File: src/rtl/boot_loader_pkg.sv
// Shared constants for the serial boot loader: command/reply bytes and the
// loader FSM state encoding.
package boot_loader_pkg;

  localparam logic [7:0] CMD_LOAD  = 8'h4C;
  localparam logic [7:0] CMD_GO    = 8'h47;
  localparam logic [7:0] CMD_RESET = 8'h52;
  localparam logic [7:0] CMD_DUMP  = 8'h44;

  localparam logic [7:0] RSP_OK   = 8'h4B;
  localparam logic [7:0] RSP_HALT = 8'h48;
  localparam logic [7:0] RSP_ERR  = 8'h3F;

  localparam int STATE_W = 5;

  localparam logic [STATE_W-1:0] ST_IDLE = 5'd0;
  localparam logic [STATE_W-1:0] ST_L_AH = 5'd1;
  localparam logic [STATE_W-1:0] ST_L_AL = 5'd2;
  localparam logic [STATE_W-1:0] ST_L_NH = 5'd3;
  localparam logic [STATE_W-1:0] ST_L_NL = 5'd4;
  localparam logic [STATE_W-1:0] ST_DATA = 5'd5;
  localparam logic [STATE_W-1:0] ST_G_AH = 5'd6;
  localparam logic [STATE_W-1:0] ST_G_AL = 5'd7;
  localparam logic [STATE_W-1:0] ST_RUN  = 5'd8;
  localparam logic [STATE_W-1:0] ST_TX   = 5'd9;
  localparam logic [STATE_W-1:0] ST_D_AH = 5'd10;
  localparam logic [STATE_W-1:0] ST_D_AL = 5'd11;
  localparam logic [STATE_W-1:0] ST_D_NH = 5'd12;
  localparam logic [STATE_W-1:0] ST_D_NL = 5'd13;
  localparam logic [STATE_W-1:0] ST_D_RD = 5'd14;
  localparam logic [STATE_W-1:0] ST_D_W1 = 5'd15;
  localparam logic [STATE_W-1:0] ST_D_W2 = 5'd16;
  localparam logic [STATE_W-1:0] ST_D_TX = 5'd17;

  typedef enum logic [STATE_W-1:0] {
    S_IDLE = ST_IDLE, S_L_AH = ST_L_AH, S_L_AL = ST_L_AL, S_L_NH = ST_L_NH,
    S_L_NL = ST_L_NL, S_DATA = ST_DATA, S_G_AH = ST_G_AH, S_G_AL = ST_G_AL,
    S_RUN  = ST_RUN,  S_TX   = ST_TX,   S_D_AH = ST_D_AH, S_D_AL = ST_D_AL,
    S_D_NH = ST_D_NH, S_D_NL = ST_D_NL, S_D_RD = ST_D_RD, S_D_W1 = ST_D_W1,
    S_D_W2 = ST_D_W2, S_D_TX = ST_D_TX
  } state_t;

endpackage

File: src/rtl/boot_loader_if.sv
// UART, CPU and RAM side signals of the boot loader. master = loader,
// slave = the UART/CPU/RAM environment around it.
interface boot_loader_if #(parameter int addr_width = 9);

  logic [7:0]            rx_data;
  logic                  rx_valid;
  logic [7:0]            tx_data;
  logic                  tx_start;
  logic                  tx_busy;
  logic [addr_width-1:0] cpu_raddr;
  logic [addr_width-1:0] cpu_waddr;
  logic [7:0]            cpu_wdata;
  logic                  cpu_write;
  logic                  cpu_halted;
  logic                  cpu_reset;
  logic [addr_width-1:0] start_address;
  logic [addr_width-1:0] mem_raddr;
  logic [addr_width-1:0] mem_waddr;
  logic [7:0]            mem_wdata;
  logic                  mem_write;
  logic [7:0]            mem_rdata;

  modport master (
    input  rx_data, rx_valid, tx_busy, cpu_raddr, cpu_waddr, cpu_wdata,
           cpu_write, cpu_halted, mem_rdata,
    output tx_data, tx_start, cpu_reset, start_address, mem_raddr,
           mem_waddr, mem_wdata, mem_write
  );

  modport slave (
    output rx_data, rx_valid, tx_busy, cpu_raddr, cpu_waddr, cpu_wdata,
           cpu_write, cpu_halted, mem_rdata,
    input  tx_data, tx_start, cpu_reset, start_address, mem_raddr,
           mem_waddr, mem_wdata, mem_write
  );

endinterface

File: src/rtl/boot_mem_mux.sv
// RAM port selector: the loader owns the RAM while the CPU is held in reset,
// otherwise the CPU ports pass straight through.
module boot_mem_mux #(
  parameter int addr_width = 9
) (
  input  logic                  sel_loader,
  input  logic [addr_width-1:0] ld_raddr,
  input  logic [addr_width-1:0] ld_waddr,
  input  logic [7:0]            ld_wdata,
  input  logic                  ld_write,
  input  logic [addr_width-1:0] cpu_raddr,
  input  logic [addr_width-1:0] cpu_waddr,
  input  logic [7:0]            cpu_wdata,
  input  logic                  cpu_write,
  output logic [addr_width-1:0] mem_raddr,
  output logic [addr_width-1:0] mem_waddr,
  output logic [7:0]            mem_wdata,
  output logic                  mem_write
);

  assign mem_raddr = sel_loader ? ld_raddr : cpu_raddr;
  assign mem_waddr = sel_loader ? ld_waddr : cpu_waddr;
  assign mem_wdata = sel_loader ? ld_wdata : cpu_wdata;
  assign mem_write = sel_loader ? ld_write : cpu_write;

endmodule

File: src/rtl/boot_loader.sv
// Serial program loader FSM: loads RAM, starts/stops the CPU and acks over UART.
// Optional RAM dump command enabled by defining BOOT_LOADER_DUMP_EN.
module boot_loader #(
  parameter int addr_width = 9
) (
  input logic           clk,
  input logic           reset,
  boot_loader_if.master bus
);
  import boot_loader_pkg::*;

  state_t                state_reg, state_next;
  state_t                ret_reg, ret_next;
  logic                  cpu_reset_reg, cpu_reset_next;
  logic [addr_width-1:0] start_address_reg, start_address_next;
  logic [7:0]            tx_data_reg, tx_data_next;
  logic                  tx_start_reg, tx_start_next;
  logic [7:0]            tx_byte_reg, tx_byte_next;
  logic [7:0]            hi_reg, hi_next;
  logic [addr_width-1:0] addr_reg, addr_next;
  logic [15:0]           len_reg, len_next;
  logic [addr_width-1:0] ld_raddr_reg, ld_raddr_next;
  logic [addr_width-1:0] ld_waddr_reg, ld_waddr_next;
  logic [7:0]            ld_wdata_reg, ld_wdata_next;
  logic                  ld_write_reg, ld_write_next;
  logic                  halted_q_reg;

  logic        halt_rise;
  logic [15:0] rx_word;

  assign halt_rise = bus.cpu_halted & ~halted_q_reg;
  assign rx_word   = {hi_reg, bus.rx_data};

`ifndef BOOT_LOADER_DUMP_EN
  logic unused_rdata;
  assign unused_rdata = ^bus.mem_rdata;
`endif

  always_ff @(posedge clk) begin
    if (reset) begin
      state_reg         <= S_IDLE;
      ret_reg           <= S_IDLE;
      cpu_reset_reg     <= 1'b1;
      start_address_reg <= '0;
      tx_data_reg       <= 8'h00;
      tx_start_reg      <= 1'b0;
      tx_byte_reg       <= 8'h00;
      hi_reg            <= 8'h00;
      addr_reg          <= '0;
      len_reg           <= 16'h0000;
      ld_raddr_reg      <= '0;
      ld_waddr_reg      <= '0;
      ld_wdata_reg      <= 8'h00;
      ld_write_reg      <= 1'b0;
      halted_q_reg      <= 1'b0;
    end else begin
      state_reg         <= state_next;
      ret_reg           <= ret_next;
      cpu_reset_reg     <= cpu_reset_next;
      start_address_reg <= start_address_next;
      tx_data_reg       <= tx_data_next;
      tx_start_reg      <= tx_start_next;
      tx_byte_reg       <= tx_byte_next;
      hi_reg            <= hi_next;
      addr_reg          <= addr_next;
      len_reg           <= len_next;
      ld_raddr_reg      <= ld_raddr_next;
      ld_waddr_reg      <= ld_waddr_next;
      ld_wdata_reg      <= ld_wdata_next;
      ld_write_reg      <= ld_write_next;
      halted_q_reg      <= bus.cpu_halted;
    end
  end

  always_comb begin
    state_next         = state_reg;
    ret_next           = ret_reg;
    cpu_reset_next     = cpu_reset_reg;
    start_address_next = start_address_reg;
    tx_data_next       = tx_data_reg;
    tx_start_next      = 1'b0;
    tx_byte_next       = tx_byte_reg;
    hi_next            = hi_reg;
    addr_next          = addr_reg;
    len_next           = len_reg;
    ld_raddr_next      = ld_raddr_reg;
    ld_waddr_next      = ld_waddr_reg;
    ld_wdata_next      = ld_wdata_reg;
    ld_write_next      = 1'b0;

    case (state_reg)
      S_IDLE: if (bus.rx_valid) begin
        case (bus.rx_data)
          CMD_LOAD:  state_next = S_L_AH;
          CMD_GO:    state_next = S_G_AH;
          CMD_RESET: begin
            tx_byte_next = RSP_OK;
            ret_next     = S_IDLE;
            state_next   = S_TX;
          end
`ifdef BOOT_LOADER_DUMP_EN
          CMD_DUMP:  state_next = S_D_AH;
`endif
          default: begin
            tx_byte_next = RSP_ERR;
            ret_next     = S_IDLE;
            state_next   = S_TX;
          end
        endcase
      end
      S_L_AH: if (bus.rx_valid) begin
        hi_next    = bus.rx_data;
        state_next = S_L_AL;
      end
      S_L_AL: if (bus.rx_valid) begin
        addr_next  = addr_width'(rx_word);
        state_next = S_L_NH;
      end
      S_L_NH: if (bus.rx_valid) begin
        hi_next    = bus.rx_data;
        state_next = S_L_NL;
      end
      S_L_NL: if (bus.rx_valid) begin
        len_next = rx_word;
        if (rx_word == 16'h0000) begin
          tx_byte_next = RSP_OK;
          ret_next     = S_IDLE;
          state_next   = S_TX;
        end else begin
          state_next = S_DATA;
        end
      end
      // Each byte becomes a one-cycle registered write; address wraps at top of RAM.
      S_DATA: if (bus.rx_valid) begin
        ld_waddr_next = addr_reg;
        ld_wdata_next = bus.rx_data;
        ld_write_next = 1'b1;
        addr_next     = addr_reg + addr_width'(1);
        len_next      = len_reg - 16'd1;
        if (len_reg == 16'd1) begin
          tx_byte_next = RSP_OK;
          ret_next     = S_IDLE;
          state_next   = S_TX;
        end
      end
      S_G_AH: if (bus.rx_valid) begin
        hi_next    = bus.rx_data;
        state_next = S_G_AL;
      end
      S_G_AL: if (bus.rx_valid) begin
        start_address_next = addr_width'(rx_word);
        cpu_reset_next     = 1'b0;
        tx_byte_next       = RSP_OK;
        ret_next           = S_RUN;
        state_next         = S_TX;
      end
      S_RUN: begin
        if (halt_rise) begin
          cpu_reset_next = 1'b1;
          tx_byte_next   = RSP_HALT;
          ret_next       = S_IDLE;
          state_next     = S_TX;
        end else if (bus.rx_valid && bus.rx_data == CMD_RESET) begin
          cpu_reset_next = 1'b1;
          tx_byte_next   = RSP_OK;
          ret_next       = S_IDLE;
          state_next     = S_TX;
        end
      end
      S_TX: if (!bus.tx_busy) begin
        tx_start_next = 1'b1;
        tx_data_next  = tx_byte_reg;
        state_next    = ret_reg;
      end
`ifdef BOOT_LOADER_DUMP_EN
      S_D_AH: if (bus.rx_valid) begin
        hi_next    = bus.rx_data;
        state_next = S_D_AL;
      end
      S_D_AL: if (bus.rx_valid) begin
        addr_next  = addr_width'(rx_word);
        state_next = S_D_NH;
      end
      S_D_NH: if (bus.rx_valid) begin
        hi_next    = bus.rx_data;
        state_next = S_D_NL;
      end
      S_D_NL: if (bus.rx_valid) begin
        len_next   = rx_word;
        state_next = S_D_RD;
      end
      // The remaining count is tested here so N=0 falls straight through to the ack.
      S_D_RD: begin
        if (len_reg == 16'h0000) begin
          tx_byte_next = RSP_OK;
          ret_next     = S_IDLE;
          state_next   = S_TX;
        end else begin
          ld_raddr_next = addr_reg;
          state_next    = S_D_W1;
        end
      end
      S_D_W1: state_next = S_D_W2;
      S_D_W2: state_next = S_D_TX;
      S_D_TX: begin
        tx_byte_next = bus.mem_rdata;
        addr_next    = addr_reg + addr_width'(1);
        len_next     = len_reg - 16'd1;
        ret_next     = S_D_RD;
        state_next   = S_TX;
      end
`endif
      default: state_next = S_IDLE;
    endcase
  end

  assign bus.cpu_reset     = cpu_reset_reg;
  assign bus.start_address = start_address_reg;
  assign bus.tx_data       = tx_data_reg;
  assign bus.tx_start      = tx_start_reg;

  boot_mem_mux #(.addr_width(addr_width)) u_mem_mux (
    .sel_loader (cpu_reset_reg),
    .ld_raddr   (ld_raddr_reg),
    .ld_waddr   (ld_waddr_reg),
    .ld_wdata   (ld_wdata_reg),
    .ld_write   (ld_write_reg),
    .cpu_raddr  (bus.cpu_raddr),
    .cpu_waddr  (bus.cpu_waddr),
    .cpu_wdata  (bus.cpu_wdata),
    .cpu_write  (bus.cpu_write),
    .mem_raddr  (bus.mem_raddr),
    .mem_waddr  (bus.mem_waddr),
    .mem_wdata  (bus.mem_wdata),
    .mem_write  (bus.mem_write)
  );

endmodule

File: src/flat_wrapper.sv
// flat-port wrapper written by rule: the top's interface ports become plain ports
module boot_loader_flat import boot_loader_pkg::*;
#(
  parameter int addr_width = 9
)
  (clk, reset, bus_rx_data, bus_rx_valid, bus_tx_busy, bus_cpu_raddr, bus_cpu_waddr, bus_cpu_wdata, bus_cpu_write, bus_cpu_halted, bus_mem_rdata, bus_tx_data, bus_tx_start, bus_cpu_reset, bus_start_address, bus_mem_raddr, bus_mem_waddr, bus_mem_wdata, bus_mem_write);
  boot_loader_if #(.addr_width(addr_width)) bus_i ();
  input logic clk;
  input logic reset;
  input wire logic [$bits(bus_i.rx_data)-1:0] bus_rx_data;
  input wire logic [$bits(bus_i.rx_valid)-1:0] bus_rx_valid;
  input wire logic [$bits(bus_i.tx_busy)-1:0] bus_tx_busy;
  input wire logic [$bits(bus_i.cpu_raddr)-1:0] bus_cpu_raddr;
  input wire logic [$bits(bus_i.cpu_waddr)-1:0] bus_cpu_waddr;
  input wire logic [$bits(bus_i.cpu_wdata)-1:0] bus_cpu_wdata;
  input wire logic [$bits(bus_i.cpu_write)-1:0] bus_cpu_write;
  input wire logic [$bits(bus_i.cpu_halted)-1:0] bus_cpu_halted;
  input wire logic [$bits(bus_i.mem_rdata)-1:0] bus_mem_rdata;
  output wire logic [$bits(bus_i.tx_data)-1:0] bus_tx_data;
  output wire logic [$bits(bus_i.tx_start)-1:0] bus_tx_start;
  output wire logic [$bits(bus_i.cpu_reset)-1:0] bus_cpu_reset;
  output wire logic [$bits(bus_i.start_address)-1:0] bus_start_address;
  output wire logic [$bits(bus_i.mem_raddr)-1:0] bus_mem_raddr;
  output wire logic [$bits(bus_i.mem_waddr)-1:0] bus_mem_waddr;
  output wire logic [$bits(bus_i.mem_wdata)-1:0] bus_mem_wdata;
  output wire logic [$bits(bus_i.mem_write)-1:0] bus_mem_write;
  assign bus_i.rx_data = bus_rx_data;
  assign bus_i.rx_valid = bus_rx_valid;
  assign bus_i.tx_busy = bus_tx_busy;
  assign bus_i.cpu_raddr = bus_cpu_raddr;
  assign bus_i.cpu_waddr = bus_cpu_waddr;
  assign bus_i.cpu_wdata = bus_cpu_wdata;
  assign bus_i.cpu_write = bus_cpu_write;
  assign bus_i.cpu_halted = bus_cpu_halted;
  assign bus_i.mem_rdata = bus_mem_rdata;
  assign bus_tx_data = bus_i.tx_data;
  assign bus_tx_start = bus_i.tx_start;
  assign bus_cpu_reset = bus_i.cpu_reset;
  assign bus_start_address = bus_i.start_address;
  assign bus_mem_raddr = bus_i.mem_raddr;
  assign bus_mem_waddr = bus_i.mem_waddr;
  assign bus_mem_wdata = bus_i.mem_wdata;
  assign bus_mem_write = bus_i.mem_write;
  boot_loader #(.addr_width(addr_width)) u_core (.clk(clk), .reset(reset), .bus(bus_i));
endmodule
File: config.mk
export PLATFORM = sky130hd
export DESIGN_NAME = boot_loader_flat
export DESIGN_NICKNAME = d
export VERILOG_FILES = /design/src/rtl/boot_loader_pkg.sv /design/src/rtl/boot_loader_if.sv /design/src/rtl/boot_mem_mux.sv /design/src/rtl/boot_loader.sv /design/src/flat_wrapper.sv
export SDC_FILE = /design/constraint.sdc
export NUM_CORES = 1
export LEC_CHECK = 0
export ABC_CLOCK_PERIOD_IN_PS = 3100
export BUFFER_PORTS_ARGS = -buffer_cell sky130_fd_sc_hd__buf_2
export CAP_MARGIN = 5
export CORE_ASPECT_RATIO = 1.5
export CORE_MARGIN = 2
export CORE_UTILIZATION = 35
export CTS_CLUSTER_SIZE = 20
export DETAILED_ROUTE_END_ITERATION = 8
export GPL_ROUTABILITY_DRIVEN = 0
export SKIP_CTS_REPAIR_TIMING = 1
export SLEW_MARGIN = 20
export SYNTH_ARGS = -nofsm -noshare
export SYNTH_HDL_FRONTEND = slang
export SYNTH_SLANG_ARGS = --single-unit
File: constraint.sdc
create_clock -name clk -period 3.1 [get_ports clk]
set_clock_uncertainty 0.05 [all_clocks]
set_input_delay 0.62 -clock clk [delete_from_list [all_inputs] [get_ports clk]]
set_output_delay 0.62 -clock clk [all_outputs]
set_load 0.02 [all_outputs]
== Yosys cells after proc, flatten, opt, wreduce, memory -nomap -nowiden ==
Index checks and enable logic that the tools add are counted.

* $mul: 0
* Div/mod/pow operators: 0
* Reductions and logical operators: 20
* Equality and inequality tests: 26
* Muxes and demuxes: 51
* Bitwise operators: 5
* Add/sub/neg operators: 2
* Shift-type cells: 0
* Order comparisons: 0

{| class="wikitable"
|+ Operators by type and width
! cell !! number
|-
| $mux 5 || 21
|-
| $mux 8 || 9
|-
| $pmux 5 s10 || 1
|-
| $pmux 8 s5 || 1
|-
| $mux 9 || 4
|-
| $mux 16 || 2
|-
| $pmux 16 s2 || 1
|-
| $pmux 5 s5 || 1
|-
| $eq 8x7->1 const B || 3
|-
| $eq 5x3->1 const B || 4
|-
| $ne 2x2->1 const B || 10
|-
| $pmux 9 s2 || 1
|-
| $eq 16x1->1 const B || 1
|-
| $logic_not 16->1 || 1
|-
| $pmux 8 s2 || 1
|-
| $sub 16x1->16 const B || 1
|-
| $reduce_and 11->1 || 1
|-
| $eq 5x2->1 const B || 2
|-
| $eq 5x4->1 const B || 2
|-
| $add 9x1->9 const B || 1
|-
| $reduce_and 3->1 || 3
|-
| $reduce_and 9->1 || 1
|-
| $pmux 4 s2 || 1
|-
| $reduce_and 2->1 || 4
|-
| other kinds (14) || 27
|}

* Input bits: 48
* Bits in latches: 0
* Memory bits (writable): 0
* ROM bits: 0
* Memories: 0
* Bits in registers: 89
* Output and inout port bits: 46

== Logic depth before layout (Yosys ltp) ==
* Word-level depth: 5
* Gate-level depth with buffers: 8

== By module ==
From an unflattened synthesis, not the netlist that was laid out.

* Cell total of the unflattened synthesis: 512
* Area total of the unflattened synthesis: 4234.1 sq um

{| class="wikitable"
|+ Modules (own cells, without submodules)
! module !! area an instance (sq um) !! cells an instance !! seq. area each (sq um) !! instances
|-
| boot_loader || 3803.6 || 482 || 1521.5 || 1
|-
| boot_mem_mux || 430.4 || 30 || 0.0 || 1
|}

== Worst setup path before layout ==
No wires, ideal clock.

* Path type: register to output
* Start: reg u_core.cpu_reset_reg (netlist: u_core.bus.cpu_reset)
* End: out bus_mem_waddr[5]
* Data arrival time: 1568 ps
* Path slack: 862 ps
* Buffers on the path: 2
* Cell stages (with the launch flop): 4
* Cell sequence: dfxtp_1 clkbuf_1 buf_1 mux2_2

* Word-level cells in the longest chain between the ends: 1

{| class="wikitable"
|+ RTL lines
! what !! RTL line !! RTL
|-
| from (decl) || boot_loader.sv:14 || <nowiki>logic cpu_reset_reg, cpu_reset_next;</nowiki>
|-
| from (signal assigned) || boot_loader.sv:59 || <nowiki>cpu_reset_reg <= cpu_reset_next;</nowiki>
|-
| $mux 9 || boot_mem_mux.sv:22 || <nowiki>assign mem_waddr = sel_loader ? ld_waddr : cpu_waddr;</nowiki>
|-
| to (decl) || flat_wrapper.sv:24 || <nowiki>output wire logic [$bits(bus_i.mem_waddr)-1:0] bus_mem_waddr;</nowiki>
|}

No other way between the ends.

== Worst setup path in the final report ==
* Start: reg u_core.cpu_reset_reg (netlist: u_core.bus.cpu_reset)
* End: out bus_mem_waddr[3]

The elaborated chain is that of the path after synthesis.

==> summary.md <==
| Metric | Value |
|---|---|
| Number of buffers and inverters on the critical path | `1` |
| Multi-input logic area | `0.002333 mm2` |
| Setup repair after global routing missed its margin | `false` |
| Aggregate negative setup slack | `0 ns` |
| Via density per instance | `5.393` |
| Standby leakage power | `0.001959 uW` |
| Final setup margin | `roughly 0.6 ns` |
| Share of layout cells above drive strength 1 | `0.2530` |
| Switching pwr | `898.0 uW` |
| Worst supply voltage drop on vdd | `around 240 uV` |
| Avg Cell Area, Syn | `8.059 um2` |
| Vias | `3921` |
| Ratio of final minimum period to clock period | `0.8048` |
| Maximum fanout encountered on the critical timing path | `20` |
| Pins over their slew limit | `0` |
| Relative contribution of combinational cells to total power | `0.220` |
| Synth top area cells | `sky130_fd_sc_hd__dfxtp_1 (37%), sky130_fd_sc_hd__nand2_1 (7.7%), sky130_fd_sc_hd__a21oi_1 (6.6%)` |
| Nets@finish | `roughly 620` |
| Max-cap violations | `0` |
| Register clock-pin slew on the reported worst setup and hold paths | `0.06 ns` |
| Synth Cell Area | `0.004110 mm2` |
| Cell types with the highest counts after synthesis | `sky130_fd_sc_hd__nand2_1 (84), sky130_fd_sc_hd__dfxtp_1 (76), sky130_fd_sc_hd__a21oi_1 (54), sky130_fd_sc_hd__nor2_1 (50), sky130_fd_sc_hd__clkbuf_1 (21)` |
| Logic depth of the worst path, buffers included | `2` |
| 1st-iter DRT viols | `roughly 220` |
| Count of endpoints failing setup in the final report | `0` |
| Sort of element at the start of the critical path | `register` |
| Part of the power in the clock network | `0.382` |
| Worst reg2reg path depth | `6` |
| Met2 wire len | `approximately 6200 um` |
| Standard cell with the maximum stage delay on the critical path | `sky130_fd_sc_hd__dfxtp_1` |
| Count of pins on the block boundary | `94` |
| Part of the power in registers | `0.398` |
| Sw Ratio | `0.3088` |
| FF+latch count, synth | `between 70 and 80` |
| Power density over the cells | `between 500 and 600 mW/mm2` |
| Cell row count | `48` |
| Final hold violation count | `0` |
| Routed length on met3 | `approximately 450 um` |
| Crit path DAT | `1.83 ns` |
| Sequential Area | `0.001521 mm2` |
| Number of antenna violations at the first check in global routing | `0` |
| Die area | `~0.013 mm2` |
| Req. time, crit path | `approximately 2.4 ns` |
| Remaining global-route overflow | `0` |
| Final WL | `11270 um` |
| Share of synthesized area occupied by flip-flops and latches | `0.3702` |
| Insertion delay of the later-clocked pin in the worst-skew pair | `~0.34 ns` |
| Pre-CTS WS | `0.5602 ns` |
| Top layer in use | `met4` |
| Layout overhead on the synthesized area | `19.27%` |
| Initial Util | `0.3583` |
| Post-synth EDFFs | `0` |
| Fmax achieved | `about 400 MHz` |
| Post-route ant nets | `0` |
| Number of nets produced by synthesis | `roughly 560` |
| Crit-path max cell delay | `0.89 ns` |
| Type of destination of the critical path | `output pin` |
| Via count of the first global-routing pass | `between 3000 and 4000` |
| Die height | `around 140 um` |
| CTS buffer count | `9` |
| Async set-reset flop share out of synthesis | `0` |
| Residual DRC | `0` |
| Worst slew slack as a fraction of its limit | `0.4108` |
| Type of the worst setup path | `register to output pin` |
| Dominant cell type by area after synthesis | `sky130_fd_sc_hd__dfxtp_1` |
| Wire length of the first global-routing pass | `between 15000 and 20000 um` |
| Die Span X | `between 90 and 100 um` |
| TritonCTS clock tree | `built` |
| Core area | `0.01147 mm2` |
| Utilization of the core after routing | `0.4274` |
| Met1 wire length | `approximately 4300 um` |
| Warning count from the yosys run | `0` |
| Placed wire-length estimate | `7987 um` |
| CTS Root Buffer Type | `sky130_fd_sc_hd__clkbuf_16` |
| Number of levels in the clock H-tree | `3` |
| Minimum period implied by the final worst setup slack | `2.495 ns` |
| Number of distinct standard cells referenced by the synthesized netlist | `between 70 and 80` |
| Flip-flop count of the largest register after layout | `16` |
| Number of optimization iterations in the first detailed-route pass | `5` |
| Slew at the pin closest to its max-slew limit | `a little under 0.9 ns` |
| Final-layout fill cell count | `1166` |
| Count of cells along the worst hold path | `2` |
| Combined global-route utilization of all metal layers | `0.1769` |
| Kind of path behind the tightest hold check | `register to register` |
| Status | `complete, no violations` |
| Gate count of the mapped netlist | `510` |
| Post-detailed-route wirelength per cell | `about 16 um` |
| Cell Chain, Critical Path | `mux2_2 > buf_2` |
| Clock sink count | `76` |
| Area share of the largest cell type after synthesis | `0.3702` |
| # port buffers | `84` |
| Clock buffer depth | `2` |
| Main flop type after synthesis | `sky130_fd_sc_hd__dfxtp_1` |
| Internal Dissipation | `~2000 uW` |
| Maximum number of pins on one net before global-route repair | `40` |
| Top Family by Delay on Critical Path | `flip-flops` |
| Number of antenna repair diodes | `0` |
| Most frequently used cell type in the post-synthesis netlist | `sky130_fd_sc_hd__nand2_1` |
==> per-stage QoR <==
step | area (um2) | total power (uW) | hold WS [ns] | std cells
after detailed placement | 4584 | 1814 | 0.3940 | 711
final | 4902 | 2908 | 0.4051 | 727
after CTS | 4902 | 2922 | 0.4024 | 727
after floorplan | 4110 | 1650 | 0.3802 | 510
after global routing | 4902 | 3051 | 0.4185 | 727
after global placement | 4584 | 1799 | 0.3910 | 711
==> tightest hold or removal path, stage by stage (launching register included) <==
cell and delay, ns:
sky130_fd_sc_hd__dfxtp_1 0.31, sky130_fd_sc_hd__nand2_1 0.05, sky130_fd_sc_hd__a21oi_1 0.05
==> routing by layer <==
layer	vias to the layer above	global-route usage
li1	1944	-
met1	1853	0.1977
met2	106	0.3248
met3	18	0.03139
met4	0	0.07794
met5	-	0
==> layout by cell type, fill, tap and decap left out, drive strengths merged, types with 7 or more instances in the layout <==
| cell | n |
|---|---|
| nor4 | 8 |
| mux2i | 14 |
| mux2 | 18 |
| buf | 94 |
| nand3 | 11 |
| nor2b | 11 |
| a211oi | 7 |
| nor2 | 51 |
| nand2 | 84 |
| a21oi | 55 |
| o21ai | 21 |
| nor3 | 11 |
| inv | 12 |
| dfxtp | 76 |
| clkbuf | 11 |
==> worst paths after layout <==
check                                 startpoint                                   to  slack [ns]
max reg2reg     u_core.state_reg[2]$_SDFFE_PP0P_      u_core.addr_reg[0]$_SDFFE_PP0P_        0.60
max            u_core.bus.cpu_reset$_SDFFE_PP1P_                     bus_mem_waddr[3]        0.60
min reg2reg  u_core.ld_waddr_reg[3]$_SDFFE_PP0P_  u_core.ld_waddr_reg[3]$_SDFFE_PP0P_        0.41
min          u_core.ld_waddr_reg[3]$_SDFFE_PP0P_  u_core.ld_waddr_reg[3]$_SDFFE_PP0P_        0.41
==> power by group through the flow <==
stage	registers, uW	logic [uW]	clock network (uW)
floorplan	1110	540	0
global placement	1180	623	0
detailed placement	1180	636	0
CTS	1150	639	1130
global route	1170	706	1170
finish	1160	641	1110
==> cells by family after synthesis <==
family,count (synthesis),synth area share
and+or+nand+nor,218,0.2694
AOI/OAI and AO/OA,126,0.1954
DFF,76,0.3702
buffers and inverters,52,0.06727
muxes,32,0.08341
adders and majority gates,3,0.009133
xor gates and xnor gates,2,0.004263
other,1,0.0009124
==> area by class of cell <==
cell class              count  area share
multi-input cells         382      0.4760
flip-flops and latches     76      0.3104
repair buffers             94      0.1036
clock buffers              11     0.05156
well taps                 150     0.03828
clock inverters             5     0.01327
inverters                   9    0.006891
Note: power is estimated with default switching activity, not from simulation.
